**config.mk**
```make
export PLATFORM = sky130hd
export DESIGN_NAME = tdm_demux_flat
export DESIGN_NICKNAME = d
export VERILOG_FILES = /design/src/rtl/tdm_demux_if.sv /design/src/rtl/tdm_demux.sv /design/src/flat_wrapper.sv
export SDC_FILE = /design/constraint.sdc
export NUM_CORES = 1
export LEC_CHECK = 0
export ABC_AREA = 0
export BUFFER_PORTS_ARGS = -buffer_cell sky130_fd_sc_hd__buf_2
export CORE_ASPECT_RATIO = 0.8
export CORE_UTILIZATION = 25
export DETAILED_ROUTE_END_ITERATION = 16
export PLACE_DENSITY = 0.41
export SLEW_MARGIN = 10
export SYNTH_ARGS = -nofsm -noshare
export SYNTH_HDL_FRONTEND = slang
export SYNTH_SLANG_ARGS = --single-unit
```
**constraint.sdc**
```tcl
create_clock -name clk -period 2.9 [get_ports clk]
set_input_delay 0.145 -clock clk [delete_from_list [all_inputs] [get_ports clk]]
set_output_delay 0.145 -clock clk [all_outputs]
set_load 0.05 [all_outputs]
```
**src/rtl/tdm_demux_if.sv**
```systemverilog
// Serial-in / frame-out bundle for tdm_demux. The link side drives the master modport
// and the demux takes the slave modport.
interface tdm_demux_if #(
  parameter int CHANNELS = 2,
  parameter int WIDTH    = 8
);
  logic                      ser_in;
  logic                      ser_valid;
  logic                      sync_in;
  logic [CHANNELS*WIDTH-1:0] par_out;
  logic                      par_valid;
  logic                      frame_err;
  logic                      parity_err;

  modport master (
    output ser_in, ser_valid, sync_in,
    input  par_out, par_valid, frame_err, parity_err
  );

  modport slave (
    input  ser_in, ser_valid, sync_in,
    output par_out, par_valid, frame_err, parity_err
  );
endinterface

```
**src/rtl/tdm_demux.sv**
```systemverilog
// Bit-interleaved TDM demultiplexer: sync-aligned frame capture, per-channel word assembly.
// Optional trailing even-parity bit enabled by defining DEMUX_PARITY_EN.
module tdm_demux #(
  parameter int CHANNELS = 2,
  parameter int WIDTH    = 8
) (
  input logic        clk,
  input logic        reset,
  tdm_demux_if.slave bus
);
  localparam int DATA = CHANNELS * WIDTH;
`ifdef DEMUX_PARITY_EN
  localparam int FRAME = DATA + 1;
`else
  localparam int FRAME = DATA;
`endif
  localparam int CW = $clog2(FRAME);
  localparam logic [CW-1:0] LAST = CW'(FRAME - 1);

  typedef enum logic {HUNT, RECV} state_t;

  state_t            state_q, state_d;
  logic [CW-1:0]     cnt_q, cnt_d;
  logic [FRAME-1:0]  sh_q, sh_d, wr;
  logic [DATA-1:0]   par_q, par_d, asm_w;
  logic              pv_q, pv_d, fe_q, fe_d;
  logic              par_ok;
`ifdef DEMUX_PARITY_EN
  logic              pe_q, pe_d;
`endif

  // Frame buffer as it would look with the current bit written at its slot.
  always_comb begin
    wr        = sh_q;
    wr[cnt_q] = bus.ser_in;
  end

  // Frame bit k belongs to channel k%CHANNELS, word bit k/CHANNELS.
  for (genvar c = 0; c < CHANNELS; c++) begin : g_ch
    for (genvar w = 0; w < WIDTH; w++) begin : g_bit
      assign asm_w[c*WIDTH + w] = wr[w*CHANNELS + c];
    end
  end

`ifdef DEMUX_PARITY_EN
  assign par_ok = ~^wr;
`else
  assign par_ok = 1'b1;
`endif

  always_comb begin
    state_d = state_q;
    cnt_d   = cnt_q;
    sh_d    = sh_q;
    par_d   = par_q;
    pv_d    = 1'b0;
    fe_d    = 1'b0;
`ifdef DEMUX_PARITY_EN
    pe_d    = 1'b0;
`endif
    if (bus.ser_valid) begin
      case (state_q)
        HUNT: begin
          if (bus.sync_in) begin
            sh_d    = '0;
            sh_d[0] = bus.ser_in;
            cnt_d   = CW'(1);
            state_d = RECV;
          end
        end
        RECV: begin
          if (bus.sync_in && cnt_q != '0) begin
            // Early sync: drop the partial frame and restart on this bit.
            fe_d    = 1'b1;
            sh_d    = '0;
            sh_d[0] = bus.ser_in;
            cnt_d   = CW'(1);
          end else if (!bus.sync_in && cnt_q == '0) begin
            fe_d    = 1'b1;
            state_d = HUNT;
          end else begin
            sh_d = wr;
            if (cnt_q == LAST) begin
              cnt_d = '0;
              if (par_ok) begin
                par_d = asm_w;
                pv_d  = 1'b1;
              end
`ifdef DEMUX_PARITY_EN
              else pe_d = 1'b1;
`endif
            end else begin
              cnt_d = cnt_q + 1'b1;
            end
          end
        end
        default: state_d = HUNT;
      endcase
    end
  end

  always_ff @(posedge clk or negedge reset) begin
    if (!reset) begin
      state_q <= HUNT;
      cnt_q   <= '0;
      sh_q    <= '0;
      par_q   <= '0;
      pv_q    <= 1'b0;
      fe_q    <= 1'b0;
`ifdef DEMUX_PARITY_EN
      pe_q    <= 1'b0;
`endif
    end else begin
      state_q <= state_d;
      cnt_q   <= cnt_d;
      sh_q    <= sh_d;
      par_q   <= par_d;
      pv_q    <= pv_d;
      fe_q    <= fe_d;
`ifdef DEMUX_PARITY_EN
      pe_q    <= pe_d;
`endif
    end
  end

  assign bus.par_out   = par_q;
  assign bus.par_valid = pv_q;
  assign bus.frame_err = fe_q;
`ifdef DEMUX_PARITY_EN
  assign bus.parity_err = pe_q;
`else
  assign bus.parity_err = 1'b0;
`endif
endmodule

```
**src/flat_wrapper.sv**
```systemverilog
// flat-port wrapper written by rule: the top's interface ports become plain ports
module tdm_demux_flat 
#(
  parameter int CHANNELS = 2,
  parameter int WIDTH    = 8
)
  (clk, reset, bus_ser_in, bus_ser_valid, bus_sync_in, bus_par_out, bus_par_valid, bus_frame_err, bus_parity_err);
  tdm_demux_if #(.CHANNELS(CHANNELS), .WIDTH(WIDTH)) bus_i ();
  input logic clk;
  input logic reset;
  input wire logic [$bits(bus_i.ser_in)-1:0] bus_ser_in;
  input wire logic [$bits(bus_i.ser_valid)-1:0] bus_ser_valid;
  input wire logic [$bits(bus_i.sync_in)-1:0] bus_sync_in;
  output wire logic [$bits(bus_i.par_out)-1:0] bus_par_out;
  output wire logic [$bits(bus_i.par_valid)-1:0] bus_par_valid;
  output wire logic [$bits(bus_i.frame_err)-1:0] bus_frame_err;
  output wire logic [$bits(bus_i.parity_err)-1:0] bus_parity_err;
  assign bus_i.ser_in = bus_ser_in;
  assign bus_i.ser_valid = bus_ser_valid;
  assign bus_i.sync_in = bus_sync_in;
  assign bus_par_out = bus_i.par_out;
  assign bus_par_valid = bus_i.par_valid;
  assign bus_frame_err = bus_i.frame_err;
  assign bus_parity_err = bus_i.parity_err;
  tdm_demux #(.CHANNELS(CHANNELS), .WIDTH(WIDTH)) u_core (.clk(clk), .reset(reset), .bus(bus_i));
endmodule
```
==> run summary <==
The run finished, with violations left. The final reports fail on negative hold slack. In the routed layout, each cell is associated on average with a via count of 4.96. The buffers inserted during post-CTS setup optimization was 0.

The synthesized netlist occupies a cell area of 2190 um2. The floorplan has 30 rows. The arrival time reported for the critical path endpoint was 2600 ps. TritonCTS built the clock tree. The clock period minus final worst setup slack was 2430 ps.

Setup repair after global routing left no endpoint under its margin. The post-synthesis area per instance is 11.7 um2. The worst-case IR drop observed on VDD is 0.000166 V.

The area share of and/or/nand/nor cells after synthesis works out to 0.151. The run gives 214 as the number of nets at the end of the flow. The routing usage on met2 was 0.172; the required time reported for the critical path endpoint was 3070 ps. The routed wire length per instance was 16.5 um. In this run the clock root is driven by a sky130_fd_sc_hd__clkbuf_8. Type of destination of the critical path: a register.

The tools report the final-report hold violation count as 28. By area, the combinational part of the netlist is dominated by compound AO/OA/AOI/OAI gates. The final weighted congestion in routability-driven placement was 0.683; the number of distinct library cells after synthesis was 41. The adder-cell area share of the yosys netlist was 0.0400; the final cycle utilization of the critical path was 0.837. Pin placement for this block handled 24 I/O pins.

The met1 global-route usage is 0.188. The post-synthesis compound-gate area fraction was 0.162; the post-route clock skew was 6.58 ps. Count of hold buffers inserted by post-cts repair: 0. The number of antenna diodes in the final layout is 0. Synthesis handed over a netlist of 188 instances. The tools report the max-capacitance violation count as 0.

The most instantiated flip-flop cell in the synthesis netlist is sky130_fd_sc_hd__dfrtp_1. After clock tree synthesis, the clock-pin slew on the worst setup and hold paths is 70 ps. The region available for standard cell placement spans 8480 um2. For this design, the slowest cell found on the critical path is sky130_fd_sc_hd__nor2_4. Setup violations remaining at the end of the flow were counted as 0.

The tools report the synthesized netlist net count as 200. By instance count, the cell type seen most on the critical path is sky130_fd_sc_hd__ha_1. The tools report the total global-route track usage as 0.123.

The number of buffers inserted by port buffering was 22. The number of register bits inferred by synthesis was 38; the worst stage delay on the critical path was 460 ps. STA classifies the critical path startpoint as a register. Width of the die: 107 um. Walking the worst path, the cells encountered are inv_1 -> ha_1 -> nand3_2 -> inv_2 -> ha_1 -> nand3_1 -> nor2_4 -> mux2_2. Based on the critical path, the design can be clocked at up to 412 MHz. The layout overhead on the synthesized area is 11.8%, and the wire length of the first global-routing pass is 8.73 mm. Counting the buffers created by CTS gives 5.

The tightest min-delay check is of the primary input to asynchronous set/reset pin type. The critical-path maximum fanout is 16, and the worst slew margin relative to its limit is 0.402. The run gives 0 ps as the sum of negative setup slack. The async set or reset register ratio after synthesis is 1.00. The xor-xnor portion of the synthesized cell area was 0. The initial antenna violation count is 0, and the source-to-sink clock delay at the later pin of the worst-skew pair is 280 ps. For the clock tree buffer depth, the log shows 2.

The slew at the pin closest to its max-slew limit works out to 897 ps. Entering global routing, the biggest net connects 39 pins. In this run, the number of DRC markers left after iteration 0 of detailed routing was 77. The run gives 0.434 as the share of synthesized area occupied by flip-flops and latches.

Leaving out fill and tap cells, the most frequent cell in the layout is sky130_fd_sc_hd__dfrtp_1. The via count of the first global-routing pass was 1600; the estimated wirelength of the detail-placed design was 3.26 mm. The die outline area was 9150 um2; the TritonCTS sink count was 38.

For the number of iterations in the first detailed-routing pass, the log shows 4. The run gives 0 as the number of pins exceeding their max-slew limit in the final report. The starting density of the core came out at 0.258.

The number of nets with antenna violations after routing was 0. The H-tree was split into 2 levels. During synthesis, Yosys emitted a total of 0 warnings.

The top cell types in the final layout, fill and taps aside, are 38 x sky130_fd_sc_hd__dfrtp_1, 26 x sky130_fd_sc_hd__mux2_2, 22 x sky130_fd_sc_hd__buf_2. The total power divided by cell area is 618 nW/um2, and the met3 capacity usage during global routing is 0.0296. After layout, the design draws a total of 1.51 mW. For this block, the via count after detailed routing is 1554. The die outline height is 85.8 um.

For this run, design rule violations remaining after detail routing come to 0. The aggregate routed wire length was 5.16 mm; the share of layout cells above drive strength 1 was 0.363. Counting flops with a built-in enable in the synthesized netlist gives 0.

Mux share of post-synthesis cell area: 0.146. By startpoint and endpoint, the worst setup path is classified as register to register. The final worst hold slack was -12.9 ps; the static leakage was 1.15 nW.

Gates resized during post-CTS repair numbered 0. In this run the most used layer during global routing was met1. The tools report the total overflow reported by the global router as 0.
## through the flow
step                      setup slack [ps]  cell area (um2)   util  std cells  hold slack, ps
after CTS                              416             2450  0.289        313            49.2
after floorplan                        805             2190      -        188            -151
after global routing                   226             2450  0.289        313            76.1
after global placement                 512             2370  0.279        307             356
after detailed placement               442             2370  0.279        307             347
final                                  473             2450  0.289        313           -12.9
## power breakdown
group / internal [mW] / switching [mW] / total, mW / leakage (nW)
logic: 0.207 / 0.328 / 0.535 / 0.581
clock network: 0.184 / 0.183 / 0.367 / 0.0431
registers: 0.573 / 0.0401 / 0.613 / 0.521
total: 0.964 / 0.551 / 1.51 / 1.15
## area by class of cell
class / instances / area [um2]
Fill cell: 919 / 6030
Tap cell: 112 / 140
Sequential cell: 38 / 951
Inverter: 7 / 26.3
Clock buffer: 6 / 82.6
Timing Repair Buffer: 28 / 155
Multi-Input combinational cell: 122 / 1090
## registers in the layout, indices dropped and copies added (netlist names)
register	flops
u_core.state_q	1
u_core.bus.par_valid	1
u_core.cnt_q	4
u_core.sh_q	15
u_core.bus.frame_err	1
u_core.bus.par_out	16
## synthesized netlist by cell type (2+ instances only)
master / n / area, um2
sky130_fd_sc_hd__a32o_1: 4 / 40.0
sky130_fd_sc_hd__and3_1: 4 / 25.0
sky130_fd_sc_hd__and3b_1: 8 / 70.1
sky130_fd_sc_hd__buf_2: 10 / 50.1
sky130_fd_sc_hd__buf_4: 3 / 22.5
sky130_fd_sc_hd__buf_6: 2 / 22.5
sky130_fd_sc_hd__clkbuf_1: 3 / 11.3
sky130_fd_sc_hd__clkbuf_2: 2 / 10.0
sky130_fd_sc_hd__dfrtp_1: 38 / 951
sky130_fd_sc_hd__ha_1: 7 / 87.6
sky130_fd_sc_hd__inv_1: 4 / 15.0
sky130_fd_sc_hd__inv_2: 3 / 11.3
sky130_fd_sc_hd__mux2_2: 26 / 293
sky130_fd_sc_hd__nand2_1: 5 / 18.8
sky130_fd_sc_hd__nand3_1: 4 / 20.0
sky130_fd_sc_hd__nand3_2: 2 / 20.0
sky130_fd_sc_hd__nand3b_1: 7 / 52.6
sky130_fd_sc_hd__nor2b_1: 2 / 12.5
sky130_fd_sc_hd__nor3b_1: 3 / 22.5
sky130_fd_sc_hd__nor4_1: 3 / 18.8
sky130_fd_sc_hd__o21a_1: 2 / 15.0
sky130_fd_sc_hd__o21ai_0: 2 / 10.0
sky130_fd_sc_hd__o21ba_2: 2 / 20.0
sky130_fd_sc_hd__o221ai_1: 16 / 140
sky130_fd_sc_hd__o2bb2ai_1: 10 / 87.6
## worst paths after layout
path / start / to / slack (ps) / depth (start not counted)
setup / recovery: u_core.cnt_q[0] / u_core.bus.par_out[8] / 470 / 8
hold / removal: reset / u_core.bus.par_out[4] / -10 / 1
setup reg to reg: u_core.cnt_q[0] / u_core.bus.par_out[8] / 470 / 8
hold reg to reg: u_core.bus.par_out[15] / u_core.bus.par_out[15] / 490 / 1
max in group asynchronous: reset / u_core.bus.par_out[11] / 2350 / 1
min in group clk: bus_sync_in / u_core.bus.par_valid / 300 / 4
## metal layers
metal | wire length, um | vias up
li1 | - | 736
met1 | 2710 | 774
met2 | 2140 | 39
met3 | 280 | 5
met4 | 33 | 0
met5 | 0 | -
## logic make-up after synthesis
logic type | count (synthesis)
compound gates | 41
fa+ha+maj | 7
buf+inv | 28
simple gates | 45
mux | 28
flops | 38
other cells | 1
## critical path, delay by kind of cell (launching register included)
kind                     cells  cell delay [ps]
AND/OR/NAND/NOR              3              740
multiplexers                 1              390
buffers and inverters        2              150
adder cells (fa/ha/maj)      2              590
flip-flops                   1              440
No activity file was read; power rests on OpenSTA's default activity.
